--- config.mk ---
export PLATFORM = sky130hd
export DESIGN_NAME = line_motor_driver
export DESIGN_NICKNAME = d
export VERILOG_FILES = /design/src/rtl/line_motor_driver_pkg.sv /design/src/rtl/line_motor_driver_motor_channel.sv /design/src/rtl/line_motor_driver.sv
export SDC_FILE = /design/constraint.sdc
export NUM_CORES = 1
export LEC_CHECK = 0
export ABC_AREA = 1
export BUFFER_PORTS_ARGS = -buffer_cell sky130_fd_sc_hd__buf_2
export CAP_MARGIN = 40
export CORE_ASPECT_RATIO = 0.6
export CORE_UTILIZATION = 50
export CTS_CLUSTER_SIZE = 12
export DETAILED_ROUTE_END_ITERATION = 10
export GPL_ROUTABILITY_DRIVEN = 0
export PLACE_DENSITY = 0.77
export SETUP_SLACK_MARGIN = 0.15
export SLEW_MARGIN = 0
export SYNTH_ARGS = -nofsm -noshare
export SYNTH_HDL_FRONTEND = slang
export SYNTH_HIERARCHICAL = 1
export SYNTH_SLANG_ARGS = --single-unit
--- constraint.sdc ---
create_clock -name clk -period 2.5 [get_ports clk]
set_input_delay 0.125 -clock clk [delete_from_list [all_inputs] [get_ports clk]]
set_output_delay 0.125 -clock clk [all_outputs]
set_load 0.02 [all_outputs]
--- src/rtl/line_motor_driver_pkg.sv ---
// Shared definitions for the line-following motor driver.
// Holds the tracker state encodings, the 3-bit steering mode enum,
// the H-bridge direction codes and the turn-memory encoding.
package line_motor_driver_pkg;

  // Tracker state as delivered by the line sensor front end
  localparam logic [1:0] TRK_LOST       = 2'b00;
  localparam logic [1:0] TRK_LINE_RIGHT = 2'b01;
  localparam logic [1:0] TRK_LINE_LEFT  = 2'b10;
  localparam logic [1:0] TRK_CENTER     = 2'b11;

  // Steering / recovery modes
  typedef enum logic [2:0] {
    MODE_STOP   = 3'd0,
    MODE_FWD    = 3'd1,
    MODE_TURN_L = 3'd2,
    MODE_TURN_R = 3'd3,
    MODE_SEARCH = 3'd4
  } mode_e;

  // H-bridge IN pin patterns
  localparam logic [1:0] DIR_FWD   = 2'b10;
  localparam logic [1:0] DIR_REV   = 2'b01;
  localparam logic [1:0] DIR_COAST = 2'b00;

  // Which side the line was last seen on
  localparam logic TURN_LEFT  = 1'b0;
  localparam logic TURN_RIGHT = 1'b1;

endpackage

--- src/rtl/line_motor_driver_motor_channel.sv ---
// One H-bridge channel: slew-limited duty, safe direction reversal and
// the registered PWM comparator.
// Ports:
//   clk, reset      clock and synchronous active-high reset
//   force_stop_i    immediate stop: duty 0, IN=coast, pwm low next cycle
//   wrap_i          high in the last cycle of each PWM period
//   cnt_i           free-running PWM counter value
//   tgt_dir_i       requested bridge direction
//   tgt_duty_i      requested duty
//   pwm_o           registered bridge enable
//   in_o            registered bridge IN pins
module motor_channel
  import line_motor_driver_pkg::*;
#(
  parameter int PWM_BITS  = 10,
  parameter int RAMP_STEP = 64
) (
  input  logic                clk,
  input  logic                reset,
  input  logic                force_stop_i,
  input  logic                wrap_i,
  input  logic [PWM_BITS-1:0] cnt_i,
  input  logic [1:0]          tgt_dir_i,
  input  logic [PWM_BITS-1:0] tgt_duty_i,
  output logic                pwm_o,
  output logic [1:0]          in_o
);

  localparam logic signed [31:0] STEP_S     = 32'(RAMP_STEP);
  localparam logic signed [31:0] DUTY_MAX_S = 32'((1 << PWM_BITS) - 1);

  logic [PWM_BITS-1:0] duty_q, duty_d;
  logic [1:0]          dir_q, dir_d;
  logic                pwm_q, pwm_d;

  // Move cur toward tgt by at most RAMP_STEP, clamped to the legal duty range.
  // Done in 32-bit signed so a large RAMP_STEP can never wrap the duty.
  function automatic logic [PWM_BITS-1:0] ramp_toward(
    input logic [PWM_BITS-1:0] cur,
    input logic [PWM_BITS-1:0] tgt
  );
    logic signed [31:0] cur_s;
    logic signed [31:0] tgt_s;
    logic signed [31:0] nxt_s;
    cur_s = $signed({{(32-PWM_BITS){1'b0}}, cur});
    tgt_s = $signed({{(32-PWM_BITS){1'b0}}, tgt});
    if (tgt_s > cur_s + STEP_S) begin
      nxt_s = cur_s + STEP_S;
    end else if (tgt_s < cur_s - STEP_S) begin
      nxt_s = cur_s - STEP_S;
    end else begin
      nxt_s = tgt_s;
    end
    if (nxt_s < 0) begin
      nxt_s = 0;
    end else if (nxt_s > DUTY_MAX_S) begin
      nxt_s = DUTY_MAX_S;
    end
    return nxt_s[PWM_BITS-1:0];
  endfunction

  always_comb begin
    duty_d = duty_q;
    dir_d  = dir_q;
    pwm_d  = (cnt_i < duty_q);
    if (force_stop_i) begin
      duty_d = '0;
      dir_d  = DIR_COAST;
      pwm_d  = 1'b0;
    end else if (wrap_i) begin
      if (duty_q == '0 && dir_q != tgt_dir_i) begin
        // Bridge is de-energised: the only safe moment to change direction.
        dir_d = tgt_dir_i;
      end else if (dir_q != tgt_dir_i) begin
        // Wrong direction while driven: ramp down to zero first.
        duty_d = ramp_toward(duty_q, '0);
      end else begin
        duty_d = ramp_toward(duty_q, tgt_duty_i);
      end
    end
  end

  always_ff @(posedge clk) begin
    if (reset) begin
      duty_q <= '0;
      dir_q  <= DIR_COAST;
      pwm_q  <= 1'b0;
    end else begin
      duty_q <= duty_d;
      dir_q  <= dir_d;
      pwm_q  <= pwm_d;
    end
  end

  assign pwm_o = pwm_q;
  assign in_o  = dir_q;

endmodule

--- src/rtl/line_motor_driver.sv ---
// Line-tracker consumer: debounces the 2-bit tracking state, runs the
// steering/recovery FSM and drives two slew-limited H-bridge channels.
// Ports:
//   clk, reset            clock and synchronous active-high reset
//   enable                run permission; low stops both bridges at once
//   state                 tracker state (LOST/LINE_RIGHT/LINE_LEFT/CENTER)
//   left_pwm, right_pwm   registered bridge enables
//   left_in, right_in     registered bridge IN pins (10 fwd, 01 rev, 00 coast)
//   mode                  current FSM mode for debug
module line_motor_driver
  import line_motor_driver_pkg::*;
#(
  parameter int PWM_BITS     = 10,
  parameter int FAST_DUTY    = 800,
  parameter int SLOW_DUTY    = 300,
  parameter int RAMP_STEP    = 64,
  parameter int DEBOUNCE     = 4,
  parameter int LOST_TIMEOUT = 50
) (
  input  logic       clk,
  input  logic       reset,
  input  logic       enable,
  input  logic [1:0] state,
  output logic       left_pwm,
  output logic       right_pwm,
  output logic [1:0] left_in,
  output logic [1:0] right_in,
  output logic [2:0] mode
);

  localparam int DB_W   = $clog2(DEBOUNCE + 1);
  localparam int LOST_W = $clog2(LOST_TIMEOUT + 1);

  localparam logic [DB_W-1:0]     DB_MAX   = DB_W'(DEBOUNCE);
  localparam logic [LOST_W-1:0]   LOST_MAX = LOST_W'(LOST_TIMEOUT);
  localparam logic [PWM_BITS-1:0] FAST_D   = PWM_BITS'(FAST_DUTY);
  localparam logic [PWM_BITS-1:0] SLOW_D   = PWM_BITS'(SLOW_DUTY);

  logic [PWM_BITS-1:0] cnt_q, cnt_d;
  logic                wrap;

  logic [1:0]      samp_q, samp_d;
  logic [DB_W-1:0] db_cnt_q, db_cnt_d;
  logic [1:0]      acc_q, acc_d;

  mode_e             mode_q, mode_d;
  logic              last_turn_q, last_turn_d;
  logic [LOST_W-1:0] lost_q, lost_d;

  logic [1:0]          l_dir, r_dir;
  logic [PWM_BITS-1:0] l_duty, r_duty;

  // Free-running PWM counter; the all-ones cycle is the period wrap
  assign cnt_d = cnt_q + 1'b1;
  assign wrap  = (cnt_q == '1);

  // Debounce: run length of identical samples, saturating at DEBOUNCE
  always_comb begin
    samp_d   = samp_q;
    db_cnt_d = db_cnt_q;
    acc_d    = acc_q;
    if (state != samp_q) begin
      samp_d   = state;
      db_cnt_d = DB_W'(1);
    end else if (db_cnt_q < DB_MAX) begin
      db_cnt_d = db_cnt_q + 1'b1;
    end
    if (db_cnt_d >= DB_MAX) begin
      acc_d = state;
    end
  end

  // Steering FSM driven by the accepted state
  always_comb begin
    mode_d      = mode_q;
    lost_d      = lost_q;
    last_turn_d = last_turn_q;

    // Turn memory follows the accepted state even while disabled
    if (acc_q == TRK_LINE_LEFT) begin
      last_turn_d = TURN_LEFT;
    end else if (acc_q == TRK_LINE_RIGHT) begin
      last_turn_d = TURN_RIGHT;
    end

    if (!enable) begin
      mode_d = MODE_STOP;
    end else begin
      case (acc_q)
        TRK_CENTER:     mode_d = MODE_FWD;
        TRK_LINE_LEFT:  mode_d = MODE_TURN_L;
        TRK_LINE_RIGHT: mode_d = MODE_TURN_R;
        default: begin
          case (mode_q)
            MODE_FWD, MODE_TURN_L, MODE_TURN_R: begin
              mode_d = MODE_SEARCH;
              lost_d = '0;
            end
            MODE_SEARCH: begin
              if (wrap) begin
                lost_d = lost_q + 1'b1;
                if (lost_d >= LOST_MAX) begin
                  mode_d = MODE_STOP;
                end
              end
            end
            default: mode_d = MODE_STOP;
          endcase
        end
      endcase
    end
  end

  // Per-mode wheel targets; search spins toward the side last seen
  always_comb begin
    l_dir  = DIR_COAST;
    r_dir  = DIR_COAST;
    l_duty = '0;
    r_duty = '0;
    case (mode_q)
      MODE_FWD: begin
        l_dir = DIR_FWD; l_duty = FAST_D;
        r_dir = DIR_FWD; r_duty = FAST_D;
      end
      MODE_TURN_L: begin
        l_dir = DIR_FWD; l_duty = SLOW_D;
        r_dir = DIR_FWD; r_duty = FAST_D;
      end
      MODE_TURN_R: begin
        l_dir = DIR_FWD; l_duty = FAST_D;
        r_dir = DIR_FWD; r_duty = SLOW_D;
      end
      MODE_SEARCH: begin
        l_duty = SLOW_D;
        r_duty = SLOW_D;
        if (last_turn_q == TURN_LEFT) begin
          l_dir = DIR_REV;
          r_dir = DIR_FWD;
        end else begin
          l_dir = DIR_FWD;
          r_dir = DIR_REV;
        end
      end
      default: ;
    endcase
  end

  always_ff @(posedge clk) begin
    if (reset) begin
      cnt_q       <= '0;
      samp_q      <= TRK_LOST;
      db_cnt_q    <= '0;
      acc_q       <= TRK_LOST;
      mode_q      <= MODE_STOP;
      last_turn_q <= TURN_LEFT;
      lost_q      <= '0;
    end else begin
      cnt_q       <= cnt_d;
      samp_q      <= samp_d;
      db_cnt_q    <= db_cnt_d;
      acc_q       <= acc_d;
      mode_q      <= mode_d;
      last_turn_q <= last_turn_d;
      lost_q      <= lost_d;
    end
  end

  motor_channel #(
    .PWM_BITS  (PWM_BITS),
    .RAMP_STEP (RAMP_STEP)
  ) u_left (
    .clk          (clk),
    .reset        (reset),
    .force_stop_i (!enable),
    .wrap_i       (wrap),
    .cnt_i        (cnt_q),
    .tgt_dir_i    (l_dir),
    .tgt_duty_i   (l_duty),
    .pwm_o        (left_pwm),
    .in_o         (left_in)
  );

  motor_channel #(
    .PWM_BITS  (PWM_BITS),
    .RAMP_STEP (RAMP_STEP)
  ) u_right (
    .clk          (clk),
    .reset        (reset),
    .force_stop_i (!enable),
    .wrap_i       (wrap),
    .cnt_i        (cnt_q),
    .tgt_dir_i    (r_dir),
    .tgt_duty_i   (r_duty),
    .pwm_o        (right_pwm),
    .in_o         (right_in)
  );

  assign mode = mode_q;

endmodule

# ---- Yosys cells after proc, flatten, opt, wreduce, memory -nomap -nowiden
# Cells that the tools add are included.
dict set report word_totals {
  output_inout_bits 9
  reg_bits 53
  in_bits 5
  wordCells 126
}
dict set report op_classes {
  n_addsub 7
  mux 48
  n_reduce_logical 19
  magnitude_cmp 21
  n_eq_ne 14
  n_bitwise 4
}
# operator n
set op_table {}
lappend op_table {{$mux 32} 24}
lappend op_table {{$gt 32x11->1 const B} 4}
lappend op_table {{$lt 32x1->1 const B} 4}
lappend op_table {{$mux 10} 10}
lappend op_table {{$gt 1x32->1 const A} 2}
lappend op_table {{$gt 11x32->1} 2}
lappend op_table {{$lt 1x32->1 const A} 2}
lappend op_table {{$lt 11x32->1} 2}
lappend op_table {{$pmux 10 s2} 2}
lappend op_table {{$add 10x7->11 const B} 2}
lappend op_table {{$sub 10x7->11 const B} 2}
lappend op_table {{$logic_not 10->1} 2}
lappend op_table {{$lt 10x10->1} 2}
lappend op_table {{$mux 3} 4}
lappend op_table {{$pmux 6 s2} 1}
lappend op_table {{$reduce_or 2->1} 6}
lappend op_table {{$add 10x1->10 const B} 1}
lappend op_table {{$eq 10x10->1 const B} 1}
lappend op_table {{$reduce_and 2->1} 5}
lappend op_table {{$pmux 3 s3} 1}
lappend op_table {{$pmux 2 s2} 2}
lappend op_table {{$add 6x1->6 const B} 1}
lappend op_table {{$eq 3x2->1 const B} 2}
lappend op_table {{$ge 6x6->1 const B} 1}
lappend op_table {{19 further kinds} 28}

# ---- Longest topological paths before layout
# Gate-level depths: netlist of the first run.
dict set report depth {
  word_depth 14
  mapped_depth 18
  ltp_nobuf 18
}

# ---- Hierarchy
# Netlist of the first run, hierarchy kept.
# mod cells_per_inst instances seq_area_each_um2 area_each_um2
set by_module_without_submodules {}
lappend by_module_without_submodules {motor_channel 222 2 260.2 1445.1}
lappend by_module_without_submodules {line_motor_driver 202 1 540.5 1476.4}

# ---- Worst setup path after synthesis of the first run
# OpenSTA, ideal clock, no wires.
dict set report synth_timing {
  path_kind {reg2reg}
  startpoint {reg mode_q[0], in the netlist mode[0]}
  endpoint {reg u_right.duty_q[0]}
  setup_ps 70
  required_time_ps 2430
  arrival_ps 2218
  period_less_slack_ps 2288
  slack_ps 212
  path_buffers 0
  path_stages_with_launch 13
  cell_sequence {dfxtp_1 -> inv_1 -> nor2_1 -> inv_1 -> o21ai_0 -> ha_1 -> a211oi_4 -> nand2_2 -> nand2_2 -> nand2_2 -> nand3_2 -> nand2_1 -> a21oi_1}
}
dict set report synth_between {
  elab_chain_len 14
  elab_cells_between_ends 26
  cone_classes {4 x order compare; 5 x eq/ne; 11 x mux; 1 x bitwise; 5 x reduce/logical}
}
# element line
set synth_rtl {}
lappend synth_rtl {{start: declaration} line_motor_driver.sv:46} ;# mode_e mode_q, mode_d;
lappend synth_rtl {{start signal: assignment} line_motor_driver.sv:162} ;# mode_q <= mode_d;
lappend synth_rtl {{$eq 3x3->1, or another cell as far along} line_motor_driver.sv:120} ;# case (mode_q)
lappend synth_rtl {{$reduce_or 2->1 (no source line)} --}
lappend synth_rtl {{$pmux 10 s2 *} line_motor_driver.sv:120}
lappend synth_rtl {{net r_duty[9]} line_motor_driver.sv:51} ;# logic [PWM_BITS-1:0] l_duty, r_duty;
lappend synth_rtl {{$lt 11x32->1} line_motor_driver_motor_channel.sv:49} ;# end else if (tgt_s < cur_s - STEP_S) begin
lappend synth_rtl {{$mux 32} line_motor_driver_motor_channel.sv:49}
lappend synth_rtl {{$mux 32 *} line_motor_driver_motor_channel.sv:47} ;# if (tgt_s > cur_s + STEP_S) begin
lappend synth_rtl {{$mux 32 *} line_motor_driver_motor_channel.sv:74} ;# end else if (dir_q != tgt_dir_i) begin
lappend synth_rtl {{$mux 32 *} line_motor_driver_motor_channel.sv:71} ;# if (duty_q == '0 && dir_q != tgt_dir_i) begin
lappend synth_rtl {{$mux 32 *} line_motor_driver_motor_channel.sv:70} ;# end else if (wrap_i) begin
lappend synth_rtl {{$mux 32 *} line_motor_driver_motor_channel.sv:66} ;# if (force_stop_i) begin
lappend synth_rtl {{$gt 32x11->1} line_motor_driver_motor_channel.sv:56} ;# end else if (nxt_s > DUTY_MAX_S) begin
lappend synth_rtl {{$mux 10} line_motor_driver_motor_channel.sv:56}
lappend synth_rtl {{$mux 10 *} line_motor_driver_motor_channel.sv:54} ;# if (nxt_s < 0) begin
lappend synth_rtl {{$mux 10 *} line_motor_driver_motor_channel.sv:74}
lappend synth_rtl {{end signal: assignment} line_motor_driver_motor_channel.sv:89} ;# duty_q <= duty_d;
lappend synth_rtl {{end: declaration} line_motor_driver_motor_channel.sv:32} ;# logic [PWM_BITS-1:0] duty_q, duty_d;
# The timed path passes the listed nets; every way through them passes the cells marked *. The select of a mux whose other input is x is not followed.
# A chain may end at the register's enable or synchronous reset.

# ---- Worst setup path in the final report of the first run
dict set report layout_timing {
  startpoint {reg mode_q[0], in the netlist mode[0]}
  endpoint {reg u_right.duty_q[9]}
}
# Same word-level chain as after synthesis.

==> results of run 1 <==
[synthesized netlist by cell type (4+ instances only)]
cell type and number:
nor2_2 14, dfxtp_1 53, inv_1 91, nand4_1 6, nor3_1 8, xor2_1 7, o21ai_0 25, o21ai_1 4
xnor2_1 10, nand3_2 4, ha_1 60, a21oi_1 48, nand2_1 143, nand2_2 10, nor2_1 51, inv_2 11
nand3_1 67
[cell families after synthesis]
| kind of cell | after synthesis |
|---|---|
| flip-flops | 53 |
| other | 1 |
| XOR/XNOR | 17 |
| buffers and inverters | 106 |
| AND/OR/NAND/NOR | 317 |
| adder cells (fa/ha/maj) | 60 |
| AO/OA/AOI/OAI | 91 |
| multiplexers | 1 |
[sequential cells by signal, indices dropped and copies added (netlist names)]
name            count
acc_q               2
samp_q              2
u_right/in_o        2
u_right/pwm_o       1
u_left/in_o         2
cnt_q              10
mode                3
db_cnt_q            3
u_right/duty_q     10
last_turn_q         1
u_left/pwm_o        1
lost_q              6
u_left/duty_q      10
[worst paths after layout]
path	start	to	slack (ps)	cells after the start
max	mode[0]	u_right/duty_q[9]	140	18
min	state[1]	samp_q[1]	80	3
max reg2reg	mode[0]	u_right/duty_q[9]	140	18
min reg2reg	u_right/duty_q[5]	u_right/duty_q[5]	470	2
[layout make-up]
type	instances	area share, %
timing repair buffer	39	5.054
multi-input combinational	508	61.74
clock buffer	6	2.622
inverter	103	7.534
sequential	53	20.36
tap	108	2.551
clock inverter	1	0.1417
[timing repair]
item                       in CTS  in global routing
gates resized for setup         9                 71
buffers inserted                1                 11
setup endpoints to repair      17                 19
pin swaps                       1                 28
[where the power goes]
group | switching (µW) | total, µW | internal, µW
logic | 147 | 239 | 91.3
registers | 12.2 | 864 | 852
clock network | 316 | 709 | 394
[per-stage QoR]
| stage | instances | utilization, % | hold slack, ps |
|---|---|---|---|
| 6_report | 818 | 64.89 | 79.30 |
| 2_1_floorplan | 667 | - | 250.2 |
| 5_1_grt | 818 | 64.89 | 100.5 |
| 3_5_place_dp | 799 | 57.96 | 385.7 |
| 3_3_place_gp | 799 | 57.96 | 372.4 |
| 4_1_cts | 807 | 60.03 | 81.85 |
[worst max-delay path, stage by stage (launching register included)]
cell and delay [ps]:
dfxtp_4 360, nor2_4 170, nand2_4 90, buf_6 150, nand2_4 100, ha_1 270
nand2_2 110, inv_1 40, nand2_1 50, nand2_1 60, nand2_1 90, nand2_2 70
nand2_2 120, nand2_4 80, nand2_1 100, nand3_1 120, nand2_2 100, nand2_2 50
a21oi_2 140
[metal layers]
metal  GRT usage [%]  wire length [µm]  part of all wire, %  vias to the layer above
li1                -                 -                    -                     2203
met1           37.54              5755                   49                     1960
met2           39.14              5044                   43                      169
met3           5.138               797                  6.8                       18
met4           4.201               123                  1.0                        0
met5               0                 0                    0                        -
==> results.txt, run 1 <==
worst clock skew - 4.487 ps
fin crit period - 2356 ps
P&R area growth vs syn - 21.32%
Slew Limit Fails - 0
Post-synth EDFFs - 0
CP endpoint kind - flop
# IOs - 14
multi-input logic area - 3271 µm²
Slew headroom - 66.66%
Final Instance Area - 5298 µm²
total gr overflow - 0
post-route ant nets - 0
Setup CP Type - reg2reg
CTS Buffer Depth - 2
Overall Global Routing Usage - 25.61%
Post-synth top flop - dfxtp_1
critical path peak fanout - 9
Post-Synthesis Cells - 646
vias in the first global route - 3871
Post-Synth Adder-Cell Area - 17.19%
Wirelength per Cell - 14.33 µm
CP Launch Type - flop
worst slack, placed - -2.231 ps
Die Ht - 74.39 µm
drt initial violations - 420
hold crit path type - in2reg
Final setup viols - 0
insertion delay to the later sink of the worst-skew pair - 290 ps
ant diodes - 0
DRC - 0
crit path DAT - 2580 ps
Core Area - 8164 µm²
Fin. Hold Viols - 0
FF/Latch Area - 1079 µm²
root buf cell - clkbuf_16
Synth warnings - 6
Syn Area/Cell - 6.760 µm²
first-pass GRT wire length - 18240 µm
CTS clk-pin slew, worst paths - 70 ps
Power Total - 1812 µW
Final Cycle Share - 94.25%
CTS Hold Bufs - 0
Vias - 4350
FF+latch count, synth - 53
largest family of logic cells by synthesized area - simple AND/OR/NAND/NOR gates
DIE AREA - 9124 µm²
fillers - 691
most frequent cells in the layout - nand2_1 (121), inv_1 (85), nand3_1 (64)
Max-Cap Viols - 0
measured slew at the worst slew-check pin - 498.3 ps
outcome - finished, final reports clean
routed wire length - 11720 µm
TritonCTS buffer count - 5
Starting Density - 53.49%
layout cells sized above 1 - 22.11%
Critical Path RT - 2730 ps
Sinks on Clock Net - 53
Via-to-Cell Ratio - 5.318
Synth area leader - dfxtp_1
post-synthesis compound-gate area fraction - 11.89%
DP HPWL - 8722 µm
asr flop ratio synth - 0%
simple-gate share of the synthesized area - 33.50%
IO Port Bufs - 13
CTS tree - built
initial antenna violation count - 0
TNS Setup - 0 ps
xor/xnor share of the synthesized area - 3.410%
Synth top area share - 24.30%
post-synthesis mux area share - 0.2292%
Area contributors post-synth - dfxtp_1 (24%), ha_1 (17%), nand2_1 (12%)
Die X - 122.6 µm
Worst VDD drop - 0.0002480 V
Cell variety after synth - 38
DP Area - 4732 µm²
RSZ-0062 raised after global routing - true
largest net degree at the start of global routing - 16
DR pass1 iterations - 5
most common cell after layout, fill and taps aside - nand2_1
Seq/Total Area, Yosys - 24.30%
PD cells - 342.1 nW/µm²
FP Rows - 25
H-tree lvl count - 2
Leak - 0.002469 µW
setup slack after layout - 143.7 ps
Fmax achieved - 424.4 MHz
post-synthesis cell area - 4367 µm²
final net count - 775
Power figures use the tool's default switching activity.
==> inputs of run 2 (changes only) <==
--- a/config.mk
+++ b/config.mk
@@ -12,8 +12,8 @@
 export CORE_UTILIZATION = 50
 export CTS_CLUSTER_SIZE = 12
 export DETAILED_ROUTE_END_ITERATION = 10
-export GPL_ROUTABILITY_DRIVEN = 0
 export PLACE_DENSITY = 0.77
+export RECOVER_POWER = 25
 export SETUP_SLACK_MARGIN = 0.15
 export SLEW_MARGIN = 0
 export SYNTH_ARGS = -nofsm -noshare
==> run 2 against run 1 <==
  * Setup slack improved by 44 ps
  * Count of clock-buffer cells in the layout did not move
  * Cell count decreased by 0.49%
  * Utilization shrank 1.9 points
  * Design area down 2.9%
  * Clock skew rose by 1.4 ps
  * Maximum frequency up 1.9%
  * Combinational power fell by 10%
  * Critical path type unchanged
  * Largest cell class unchanged
==> results.txt, run 2 (same netlist as run 1, synthesis figures left out) <==
outcome - finished, final reports clean
WP depth - 13 (-5)
Overall Global Routing Usage - 25.30% (-0.30 points)
layout cells sized above 1 - 17.85% (-4.3 points)
insertion delay to the later sink of the worst-skew pair - 300 ps (about the same)
Crit-path slowest cell - dfxtp_1
RSZ-0062 raised after global routing - true
worst clock skew - 5.917 ps (+1.430 ps)
most common cell after layout, fill and taps aside - nand2_1
fin crit period - 2312 ps (-44.04 ps)
critical path peak fanout - 4 (-5)
DRC - 0 (unchanged)
DP HPWL - 8772 µm (+0.58%)
drt initial violations - 329 (-22%)
Slew Limit Fails - 0 (unchanged)
crit-path max cell delay - 430 ps (+70 ps)
Fin. Hold Viols - 0 (unchanged)
worst slack, placed - -64.55 ps (-62.32 ps)
CTS clk-pin slew, worst paths - 70 ps (about the same)
routed wire length - 11630 µm (-0.78%)
most frequent cells in the layout - nand2_1 (133), inv_1 (85), nand3_1 (67)
root buf cell - clkbuf_16
Die X - 122.6 µm (unchanged)
FF/Latch Area - 1075 µm² (-0.35%)
initial antenna violation count - 0 (unchanged)
hold crit path type - in2reg
Die Ht - 74.39 µm (unchanged)
CP Launch Point - u_left/duty_q[7]
most frequent cell on the critical path - nand2_1
measured slew at the worst slew-check pin - 662.3 ps (+164.0 ps)
worst reg2reg path startpoint - u_left/duty_q[7]
Max-Cap Viols - 0 (unchanged)
CP endpoint kind - flop
DR pass1 iterations - 5 (unchanged)
Final Instance Area - 5146 µm² (-2.9%)
TNS Setup - 0 ps (unchanged)
Vias - 4401 (+1.2%)
H-tree lvl count - 2 (unchanged)
Via-to-Cell Ratio - 5.407 (+1.7%)
CTS Buffer Depth - 2 (unchanged)
Worst VDD drop - 0.0002208 V (-11%)
Sinks on Clock Net - 53 (unchanged)
# IOs - 14 (unchanged)
FP Rows - 25 (unchanged)
CP delay by family, top - simple AND/OR/NAND/NOR gates
CP bufs+invs - 2 (unchanged)
biggest regs - cnt_q: 10 flops, u_left/duty_q: 10 flops, u_right/duty_q: 10 flops
Core Area - 8164 µm² (unchanged)
ant diodes - 0 (unchanged)
WHS Path Cells - 3 (unchanged)
Starting Density - 53.49% (unchanged)
vias in the first global route - 3824 (-1.2%)
CTS Hold Bufs - 0 (unchanged)
Wirelength per Cell - 14.29 µm (-0.30%)
multi-input logic area - 3158 µm² (-3.4%)
Slew headroom - 55.85% (-11 points)
setup slack after layout - 187.8 ps (+44.04 ps)
DIE AREA - 9124 µm² (unchanged)
Fmax achieved - 432.5 MHz (+1.9%)
Final Cycle Share - 92.49% (-1.8 points)
fillers - 698 (+1.0%)
Leak - 0.002398 µW (-2.9%)
first-pass GRT wire length - 17840 µm (-2.2%)
IO Port Bufs - 13 (unchanged)
Final setup viols - 0 (unchanged)
CP Launch Type - flop
DP Area - 4717 µm² (-0.32%)
Worst Reg-to-Reg Cells - 13 (-5)
P&R area growth vs syn - 17.85%
largest net degree at the start of global routing - 17 (+1)
TritonCTS buffer count - 5 (unchanged)
final net count - 770 (-0.65%)
Critical Path RT - 2720 ps (about the same)
RePlAce Congestion - 0.8899
CTS tree - built
crit path DAT - 2530 ps (-50 ps)
Setup CP Type - reg2reg
total gr overflow - 0 (unchanged)
post-route ant nets - 0 (unchanged)
PD cells - 352.1 nW/µm² (+2.9%)
CP Cell Sequence - ha_2 > xor2_2 > inv_1 > ha_1 > nand3_1 > nor3_2 > nand2_1 > nand2_4 > buf_4 > nand3_1 > nand2_1 > nand2_1 > a21oi_2
Min-Delay Startpoint - state[1]
[run 2: worst register-to-register path, delay by kind of cell, from the launching register on]
family                     cells  cell delay (ps)
DFF                            1              430
and+or+nand+nor                7              730
adders and majority gates      2              570
buffers and inverters          2              180
xor gates and xnor gates       1              180
AOI/OAI and AO/OA              1              160
[run 2: final timing paths]
path | to | slack [ps]
max | u_left/duty_q[8] | 190
min | samp_q[1] | 70
max reg2reg | u_left/duty_q[8] | 190
min reg2reg | u_right/duty_q[5] | 470
[run 2: layout make-up]
type | instances | share of cell area [%]
multi-input combinational | 508 | 61.37
sequential | 53 | 20.88
inverter | 103 | 7.780
timing repair buffer | 34 | 4.376
clock buffer | 6 | 2.699
tap | 108 | 2.626
clock inverter | 2 | 0.2674
[run 2: layer usage]
metal	share of wire, %	vias to the layer above	GRT usage (%)
met5	0	-	0
met4	0.74	0	6.369
met3	7.2	9	4.985
met2	43	152	38.89
met1	49	2045	36.25
li1	-	2195	-
[run 2: power by group]
group / internal, µW / switching (µW) / leakage, µW
sequential: 853 / 11.6 / 0.000433
clock: 400 / 334 / 0.0000768
combinational: 76.6 / 137 / 0.00189
[run 2: repair_timing]
item / in CTS / in global routing
gates resized for setup: 13 / 39
setup endpoints to repair: 16 / 19
buffers inserted: 2 / 7
pin swaps: 2 / 3
[run 2: through the flow]
stage | util (%) | instances | total power [µW] | hold WS [ps]
final | 63.03 | 814 | 1812 | 67.00
after detailed placement | 57.78 | 797 | 1079 | 382.0
after global routing | 63.03 | 814 | 1885 | 96.17
after CTS | 60.14 | 807 | 1804 | 70.19
after floorplan | - | 667 | 1031 | 250.2
after global placement | 57.78 | 797 | 1071 | 376.1
